## config.mk

```make
export PLATFORM = sky130hd
export DESIGN_NAME = unquote_rx
export DESIGN_NICKNAME = d
export VERILOG_FILES = /design/src/rtl/unquote_rx.sv
export SDC_FILE = /design/constraint.sdc
export NUM_CORES = 1
export LEC_CHECK = 0
export ABC_AREA = 1
export CAP_MARGIN = 20
export CORE_MARGIN = 2
export CORE_UTILIZATION = 44
export CTS_CLUSTER_SIZE = 20
export DETAILED_ROUTE_END_ITERATION = 10
export PLACE_DENSITY = 0.77
export RECOVER_POWER = 50
export SYNTH_ARGS = -nofsm -noshare
export SYNTH_HDL_FRONTEND = slang
export SYNTH_SLANG_ARGS = --single-unit
```

## constraint.sdc

```tcl
create_clock -name clk -period 1.5 [get_ports clk]
set_input_delay 0.3 -clock clk [delete_from_list [all_inputs] [get_ports clk]]
set_output_delay 0.3 -clock clk [all_outputs]
set_load 0.005 [all_outputs]
```

## src/rtl/unquote_rx.sv

```systemverilog
// Hex-quote receiver: folds pairs of ASCII hex characters into bytes.
// One byte of buffering; err pulses on bad characters, err_count saturates.
module unquote_rx #(
  parameter bit SKIP_WS = 1'b1
) (
  input  logic       clk,
  input  logic       rst,
  input  logic [1:8] a_data,
  input  logic       a_send,
  output logic       a_busy,
  output logic [1:8] b_data,
  output logic       b_send,
  input  logic       b_busy,
  output logic       err,
  output logic [1:8] err_count
);

  typedef enum logic [1:0] {
    HI  = 2'd0,
    LO  = 2'd1,
    OUT = 2'd2
  } state_t;

  state_t     state;
  logic [1:4] hi_nib;
  logic       ch_ok;
  logic [3:0] ch_nib;
  logic       ch_ws;
  logic [7:0] ch;

  assign ch = a_data;

  always_comb begin
    ch_ok  = 1'b0;
    ch_nib = 4'h0;
    unique case (1'b1)
      (ch >= 8'h30 && ch <= 8'h39): begin
        ch_ok  = 1'b1;
        ch_nib = ch[3:0];
      end
      (ch >= 8'h41 && ch <= 8'h46),
      (ch >= 8'h61 && ch <= 8'h66): begin
        ch_ok  = 1'b1;
        ch_nib = ch[3:0] + 4'd9;
      end
      default: ch_ok = 1'b0;
    endcase
  end

  assign ch_ws = (ch == 8'h20) || (ch == 8'h09) ||
                 (ch == 8'h0A) || (ch == 8'h0D);

  always_ff @(posedge clk) begin
    if (rst) begin
      state     <= HI;
      hi_nib    <= '0;
      a_busy    <= 1'b0;
      b_send    <= 1'b0;
      b_data    <= '0;
      err       <= 1'b0;
      err_count <= '0;
    end else begin
      err <= 1'b0;
      if (err && err_count != 8'hFF)
        err_count <= err_count + 8'd1;
      case (state)
        HI: begin
          if (a_send) begin
            if (ch_ok) begin
              hi_nib <= ch_nib;
              state  <= LO;
            end else if (!(SKIP_WS && ch_ws)) begin
              err <= 1'b1;
            end
          end
        end
        LO: begin
          if (a_send) begin
            if (ch_ok) begin
              b_data <= {hi_nib, ch_nib};
              b_send <= 1'b1;
              a_busy <= 1'b1;
              state  <= OUT;
            end else begin
              err    <= 1'b1;
              hi_nib <= '0;
              state  <= HI;
            end
          end
        end
        OUT: begin
          if (!b_busy) begin
            b_send <= 1'b0;
            a_busy <= 1'b0;
            state  <= HI;
          end
        end
        default: state <= HI;
      endcase
    end
  end

endmodule
```

==> metrics.md, run 1 <==
| Metric | Value |
|---|---|
| Slew @ Worst Pin | 309 ps |
| Worst R2R Start | err_count[7] |
| Htree depth | 1 |
| Largest net degree at the start of global routing | 17 |
| Final #Nets | between 200 and 300 |
| Worst EP required | 1200 ps |
| Initial DRC Count | 49 |
| Io pins | 31 |
| Critical path type | reg -> out |
| Post-synth EDFFs | 0 |
| Fin crit period | 1460 ps |
| Yosys warns | 0 |
| Multi-input logic area | 813 um^2 |
| Maximum vdd drop | ~0.58 mV |
| WL final | 3.40 mm |
| Max-cap violations | 0 |
| CTS clk-pin slew, worst paths | between 100 and 150 ps |
| Via count of the routed design | 1,411 |
| Instance count on the critical path | 1 |
| Post-Synthesis Cell Area | 0.00135 mm^2 |
| Storage cell area | 495 um^2 |
| Root Driver | clkbuf_4 |
| Gr ovfl total | 0 |
| Fin. Hold Viols | 0 |
| Final setup margin | 36.4 ps |
| Post-route DRC violation count | 0 |
| Syn Area/Cell | 7.26 um^2 |
| Flops & latches, synth | 24 |
| Leak pwr | approximately 1.1 nW |
| Diodes inserted | 0 |
| Critical Path Start Type | register |
| Outcome | completed |
| Critical path capture point type | output pin |
| Hold Path Class | reg -> reg |
| Number of setup violations in the final report | 0 |
| DR WL/cell | approximately 12 um |
| Period utilization | 97.6% |
| Crit path buf inv count | 1 |
| Post-detail-place hpwl | roughly 2.4 mm |
| Most frequent cells in the layout | nand2_1, buf_4, inv_1, a21oi_1, nand3_1 |
| Worst path cell trace | clkdlybuf4s50_1 |
| Slew Viols, Final | 0 |
| CP max-delay cell | clkdlybuf4s50_1 |
| Worst Setup EP | b_data[1] |
| CP Max Fanout | 2 |
| Num CTS Buffers | 3 |
| Worst reg2reg endpoint | err_count[2] |
| Clk_lat worst skew | approximately 320 ps |
| Leading cell type in the layout, fill and taps excluded | nand2_1 |
| Top delay family on crit path | buffers and inverters |
| Synth cell types | 29 |
| Synthesized Nets | roughly 200 |
| DRT Pass-1 Iters | 4 |
| Slowest cell delay on critical path | 490 ps |
| Final cell count without fillers | 282 |
| Worst slew margin | 79.3% |
| Fillers | 265 |
| Fmax | 0.683 GHz |
| Crit path from | b_data[1] |
| Pre-CTS setup slack | -526 ps |
| Ys flop type | dfxtp_1 |
| Register-to-register setup slack | 130 ps |
| Post-DRT Antenna Nets | 0 |
| First-pass GRT wire length | 5.68 mm |
| Total Power | 1.32 mW |
| Die width | 59.4 um |
| Ys async rst share | 0% |
| Initial antenna violation count | 0 |
| Maximum clock path buffer count | 2 |
| Cell area power density | 640 mW/mm^2 |
| Worst r2r path cells | 8 |
| CTS tree | yes |
| Worst path arrival time | approximately 1200 ps |
| GPL Wtd Cong | 0.854 |
| Placement Rows | 20 |
| Initial core utilization | 45.3% |
| Clock tree sinks | 24 |
| Synth Instances | about 190 |
| Port bufs | 30 |
| Final core utilization | between 60% and 70% |
| Total track usage | between 20% and 30% |
| Register area share after synthesis | 35.6% |
| Vias in the first global route | 1,326 |
| Core area | 0.00298 mm^2 |
| Die Y | 59.4 um |
| Synth-to-layout area growth | 53.2% |
| Die area | 0.00353 mm^2 |
| Drt via density | 5.00 |
| Ratio of cells with drive above 1 in the final layout | 30.1% |
| Final Skew | approximately 1.2 ps |
| Placed cells | 267 |
| Min Hold Slack | 473 ps |
[how the worst min path moves through the flow]
stage / from / to / slack, ps / cells after the start
2_1_floorplan: hi_nib[3] / b_data[3] / 440 / 2
3_3_place_gp: b_data[7] / b_data[7] / 460 / 2
3_5_place_dp: b_data[4] / b_data[4] / 460 / 2
4_1_cts: b_data[6] / b_data[6] / 480 / 2
5_1_grt: hi_nib[1] / b_data[1] / 480 / 2
6_report: hi_nib[1] / b_data[1] / 470 / 2
[cells in the mapped netlist, types with 2 or more instances]
cell,number,area (um^2)
nand2_4,2,22.5
o21ai_0,6,30.0
nand3_1,18,90.1
ha_1,5,62.6
nor3_1,2,10.0
nor2_1,14,52.6
dfxtp_1,24,480
xor2_1,3,26.3
nand4_1,5,31.3
clkbuf_1,3,11.3
nand2_1,40,150
a21oi_1,19,95.1
nand3_4,2,35.0
nand3_2,2,20.0
inv_1,22,82.6
nor2_4,2,22.5
inv_2,3,11.3
nand2_2,3,18.8
[cells by family (layout without fill, tap and decap cells)]
kind of cell,Yosys count,after routing,synth area share (%)
buffers and inverters,30,93,9.18
AO/OA/AOI/OAI,27,27,10.4
XOR/XNOR,4,4,2.60
AND/OR/NAND/NOR,96,96,37.6
adder cells (fa/ha/maj),5,5,4.63
flip-flops,24,24,35.6
[stage by stage]
stage               TNS [ps]  area, um^2
finish                     0        2070
global route           -9.17        2070
CTS                        0        1960
detailed placement     -7310        1830
global placement       -7060        1830
floorplan                  0        1350
[routing by layer]
metal	track usage [%]	wire [um]	vias to the layer above
li1	-	-	730
met1	25.6	1510	643
met2	36.3	1720	33
met3	4.59	138	5
met4	6.17	29	0
met5	0	0	-
[state kept, by name, summed over array words and instances, names as in the netlist]
signal and cells:
b_data 8, b_send 1, err 1, err_count 8, hi_nib 4, state 2
[where the power goes]
| part | total [mW] | internal, mW | switching (mW) |
|---|---|---|---|
| clock | 0.475 | 0.270 | 0.204 |
| sequential | 0.649 | 0.644 | 0.00527 |
| combinational | 0.200 | 0.0967 | 0.103 |
[final cells by class]
type / instances / area share, %
clock buffers: 3 / 1.09
clock inverters: 1 / 1.45
inverters: 25 / 4.66
multi-input cells: 132 / 39.3
flip-flops and latches: 24 / 24.0
well taps: 33 / 2.00
repair buffers: 64 / 27.5
[timing repair]
action | CTS | global route
resized for setup | 26 | 34
hold buffers | 0 | 0
endpoints found under the setup margin | 27 | 32
setup buffers | 5 | 6
pin swaps | 3 | 7
(Power assumes the default switching activity.)
==> run 2, diff against run 1 <==
--- a/config.mk
+++ b/config.mk
@@ -11,6 +11,7 @@
 export CORE_UTILIZATION = 44
 export CTS_CLUSTER_SIZE = 20
 export DETAILED_ROUTE_END_ITERATION = 10
+export GPL_TIMING_DRIVEN = 0
 export PLACE_DENSITY = 0.77
 export RECOVER_POWER = 50
 export SYNTH_ARGS = -nofsm -noshare
==> metrics.md, run 2 (synthesis gave the netlist of run 1 again) <==
| Metric | Value |
|---|---|
| Outcome | completed |
| Post-detail-place hpwl | 2.16 mm |
| Final core utilization | 65.5% |
| Hold Path Class | in -> reg |
| Die Y | 59.4 um |
| Worst R2R Start | err_count[4] |
| Fin crit period | 1460 ps |
| Initial antenna violation count | 0 |
| Placed cells | 248 |
| Vias in the first global route | 1,194 |
| Gr ovfl total | 0 |
| Worst path arrival time | 1160 ps |
| Period utilization | 97.2% |
| WL final | ~3.1 mm |
| Core area | about 0.0030 mm^2 |
| Diodes inserted | 0 |
| Crit path from | b_data[1] |
| Fillers | 261 |
| Top delay family on crit path | buffers and inverters |
| DRT Pass-1 Iters | 4 |
| Clk_lat worst skew | 320 ps |
| Port bufs | 29 |
| Slowest cell delay on critical path | 490 ps |
| Max-cap violations | 0 |
| Most frequent cells in the layout | nand2_1, a21oi_1, nand3_1, inv_1, dfxtp_2 |
| CTS clk-pin slew, worst paths | 130 ps |
| Clock tree sinks | 24 |
| Root Driver | clkbuf_4 |
| Final Skew | around 3.2 ps |
| Critical path type | reg -> out |
| Initial core utilization | 45.3% |
| Critical Path Start Type | register |
| Final cell count without fillers | 265 |
| Maximum clock path buffer count | 2 |
| Post-route DRC violation count | 0 |
| GPL Wtd Cong | 0.802 |
| Htree depth | 1 |
| Worst EP required | 1200 ps |
| CTS tree | yes |
| Slew @ Worst Pin | around 450 ps |
| Fin. Hold Viols | 0 |
| Critical path capture point type | output pin |
| Final #Nets | 250 |
| DR WL/cell | approximately 12 um |
| Drt via density | just over 5 |
| Post-DRT Antenna Nets | 0 |
| Hold_sp | rst |
| First-pass GRT wire length | 5.04 mm |
| Slew Viols, Final | 0 |
| Number of setup violations in the final report | 0 |
| Crit path buf inv count | 1 |
| Leading cell type in the layout, fill and taps excluded | nand2_1 |
| Initial DRC Count | 50 |
| Io pins | 31 |
| Pre-CTS setup slack | -681 ps |
| Die width | 59.4 um |
| Fmax | 0.686 GHz |
| Die area | around 0.0035 mm^2 |
| Maximum vdd drop | 0.507 mV |
| Total track usage | 18.6% |
| Via count of the routed design | 1,369 |
| CP max-delay cell | clkdlybuf4s50_1 |
| Cell area power density | between 500 and 600 mW/mm^2 |
| Ratio of cells with drive above 1 in the final layout | 31.0% |
| Worst slew margin | 69.9% |
| Multi-input logic area | 827 um^2 |
| Register-to-register setup slack | 110 ps |
| Leak pwr | 1.05 nW |
| Synth-to-layout area growth | 44.4% |
| Final setup margin | 41.9 ps |
| Worst path cell trace | clkdlybuf4s50_1 |
| Largest net degree at the start of global routing | 14 |
| Placement Rows | 20 |
| Num CTS Buffers | 3 |
| CP Max Fanout | 2 |
| Biggest registers after layout | b_data x8, err_count x8, hi_nib x4 |
| Storage cell area | 508 um^2 |
[run 2: cell types whose count changed in the layout (fill, tap and decap cells not counted), moves of 3 or more]
cell / previous run / this run
buf_4: 33 / 14
dfxtp_1: 16 / 6
dfxtp_2: 6 / 16
dlygate4sd2_1: 8 / 2
nand2_1: 39 / 35
dlymetal6s2s_1: 11 / 14
nand2_2: 3 / 6
[run 2: area by class of cell]
cell class              instances  area share, %
repair buffers                 42           21.1
well taps                      33           2.12
multi-input cells             132           42.4
plain buffers                   5           1.54
flip-flops and latches         24           26.1
clock buffers                   4           1.86
inverters                      25           4.94
[run 2: path summary, 6_finish.rpt]
kind,end,depth (start not counted)
max reg2reg,err_count[7],9
min reg2reg,b_data[3],2
max,b_data[1],1
min,b_data[3],2
[run 2: report_power, final]
group / leakage, nW / total, mW / switching (mW) / internal, mW
clock network: 0.0210 / 0.346 / 0.197 / 0.149
registers: 0.203 / 0.648 / 0.00502 / 0.643
logic: 0.821 / 0.164 / 0.0944 / 0.0699
[run 2: per-layer routing]
metal | routed length [um] | vias up | track usage (%)
met5 | 0 | - | 0
met4 | 55 | 0 | 4.22
met3 | 168 | 8 | 3.93
met2 | 1570 | 39 | 31.2
met1 | 1340 | 619 | 24.2
li1 | - | 703 | -
[run 2: per-stage QoR]
stage / power, mW / area, um^2 / hold slack (ps) / TNS (ps)
2_1_floorplan: 0.751 / 1350 / 439 / 0
3_3_place_gp: 0.813 / 1680 / 454 / -8690
3_5_place_dp: 0.815 / 1680 / 456 / -9010
4_1_cts: 1.15 / 1780 / 346 / 0
5_1_grt: 1.22 / 1950 / 344 / -121
6_report: 1.16 / 1950 / 341 / 0
[run 2: what timing repair did]
item,in CTS,in global routing
gates resized for setup,19,52
endpoints found under the setup margin,25,36
endpoints found under the hold margin,0,0
pin swaps,3,11
buffers inserted,7,6
hold buffers,0,0
==> run 3, diff against run 2 <==
==> constraint.sdc (replaced) <==
create_clock -name clk -period 1.5 [get_ports clk]
set_input_delay 0.3 -clock clk [delete_from_list [all_inputs] [get_ports clk]]
set_output_delay 0.3 -clock clk [all_outputs]
set_load 0.05 [all_outputs]
==> metrics.md, run 3 (synthesis gave the netlist of run 1 again) <==
| Metric | Value |
|---|---|
| Outcome | completed |
| Port bufs | 29 |
| Final cell count without fillers | 260 |
| Cell area power density | 658 mW/mm^2 |
| Initial DRC Count | 84 |
| Root Driver | clkbuf_4 |
| GPL Wtd Cong | roughly 0.81 |
| Fmax | around 0.69 GHz |
| Drt via density | around 5.1 |
| Gr ovfl total | 0 |
| Final setup margin | 53.3 ps |
| Storage cell area | 485 um^2 |
| Placement Rows | 20 |
| Placed cells | 248 |
| CTS clk-pin slew, worst paths | 130 ps |
| DRT Pass-1 Iters | 4 |
| Max-cap violations | 0 |
| Min Hold Slack | 343 ps |
| Die area | 0.00353 mm^2 |
| Top delay family on crit path | buffers and inverters |
| Via count of the routed design | about 1,300 |
| Fin area | 0.00177 mm^2 |
| Placed Area | approximately 0.0017 mm^2 |
| Diodes inserted | 0 |
| CP max-delay cell | clkdlybuf4s15_1 |
| Leading cell type in the layout, fill and taps excluded | nand2_1 |
| Worst EP required | 1200 ps |
| Slew @ Worst Pin | between 400 and 500 ps |
| Slew Viols, Final | 0 |
| Final #Nets | approximately 250 |
| Leak pwr | 0.837 nW |
| CP Max Fanout | 2 |
| Critical Path Start Type | register |
| Io pins | 31 |
| Fin. Hold Viols | 0 |
| Post-route DRC violation count | 0 |
| Biggest registers after layout | b_data x8, err_count x8, hi_nib x4 |
| Worst slew margin | 68.1% |
| Htree depth | 1 |
| Final core utilization | 59.4% |
| Largest net degree at the start of global routing | 14 |
| Period utilization | 96.4% |
| Clock tree sinks | 24 |
| Post-detail-place hpwl | 2.10 mm |
| Final Skew | 7.36 ps |
| Ratio of cells with drive above 1 in the final layout | 30.0% |
| Most frequent cells in the layout | nand2_1, dfxtp_1, inv_1, a21oi_1, nand3_1 |
| Multi-input logic area | just over 800 um^2 |
| Fin crit period | 1450 ps |
| Pre-CTS setup slack | -677 ps |
| Critical path type | reg -> out |
| Total track usage | around 18% |
| Die width | 59.4 um |
| Critical path capture point type | output pin |
| Clk_lat worst skew | 320 ps |
| Maximum clock path buffer count | 2 |
| WL final | around 2.9 mm |
| Crit path buf inv count | 1 |
| Worst path cell trace | clkdlybuf4s15_1 |
| First-pass GRT wire length | about 4.9 mm |
| Synth-to-layout area growth | 31.0% |
| Hold Path Class | in -> reg |
| Initial antenna violation count | 0 |
| Number of setup violations in the final report | 0 |
| Slowest cell delay on critical path | 490 ps |
| Total Power | 1.16 mW |
| Hold_buf cts | 0 |
| Vias in the first global route | 1,141 |
| Die Y | ~59 um |
| Setup TNS | 0 ps |
| CTS tree | yes |
| DR WL/cell | 11.0 um |
| Post-DRT Antenna Nets | 0 |
| Initial core utilization | 45.3% |
| Core area | 0.00298 mm^2 |
| Fillers | 285 |
| Maximum vdd drop | 0.624 mV |
| Num CTS Buffers | 3 |
| Worst path arrival time | 1150 ps |
[run 3: final timing paths]
kind	startpoint	endpoint	slack (ps)	depth (start not counted)
setup / recovery	b_data[5]	b_data[5]	50	1
hold / removal	a_data[3]	err	340	3
hold reg to reg	hi_nib[2]	b_data[2]	470	2
setup reg to reg	state[1]	hi_nib[3]	150	8
[run 3: power by group]
group          total (mW)  switching (mW)  internal (mW)
logic               0.173           0.108         0.0646
registers           0.654         0.00707          0.647
clock network       0.337           0.189          0.149
[run 3: final cells by class]
type | count | share of cell area (%)
buffer | 5 | 1.70
clock buffer | 4 | 2.05
inverter | 25 | 5.30
multi-input combinational | 132 | 45.9
sequential | 24 | 27.4
tap | 33 | 2.33
timing repair buffer | 37 | 15.3
[run 3: metal layers]
layer | GRT usage (%) | vias up | share of wire [%]
li1 | - | 693 | -
met1 | 22.7 | 601 | 46
met2 | 30.0 | 26 | 48
met3 | 4.15 | 5 | 4.8
met4 | 5.52 | 0 | 0.84
met5 | 0 | - | 0
[run 3: timing repair]
item	CTS	global route
setup buffers	4	4
resized for setup	49	45
endpoints found under the setup margin	35	35
pin swaps	3	8
hold endpoints to repair	0	0
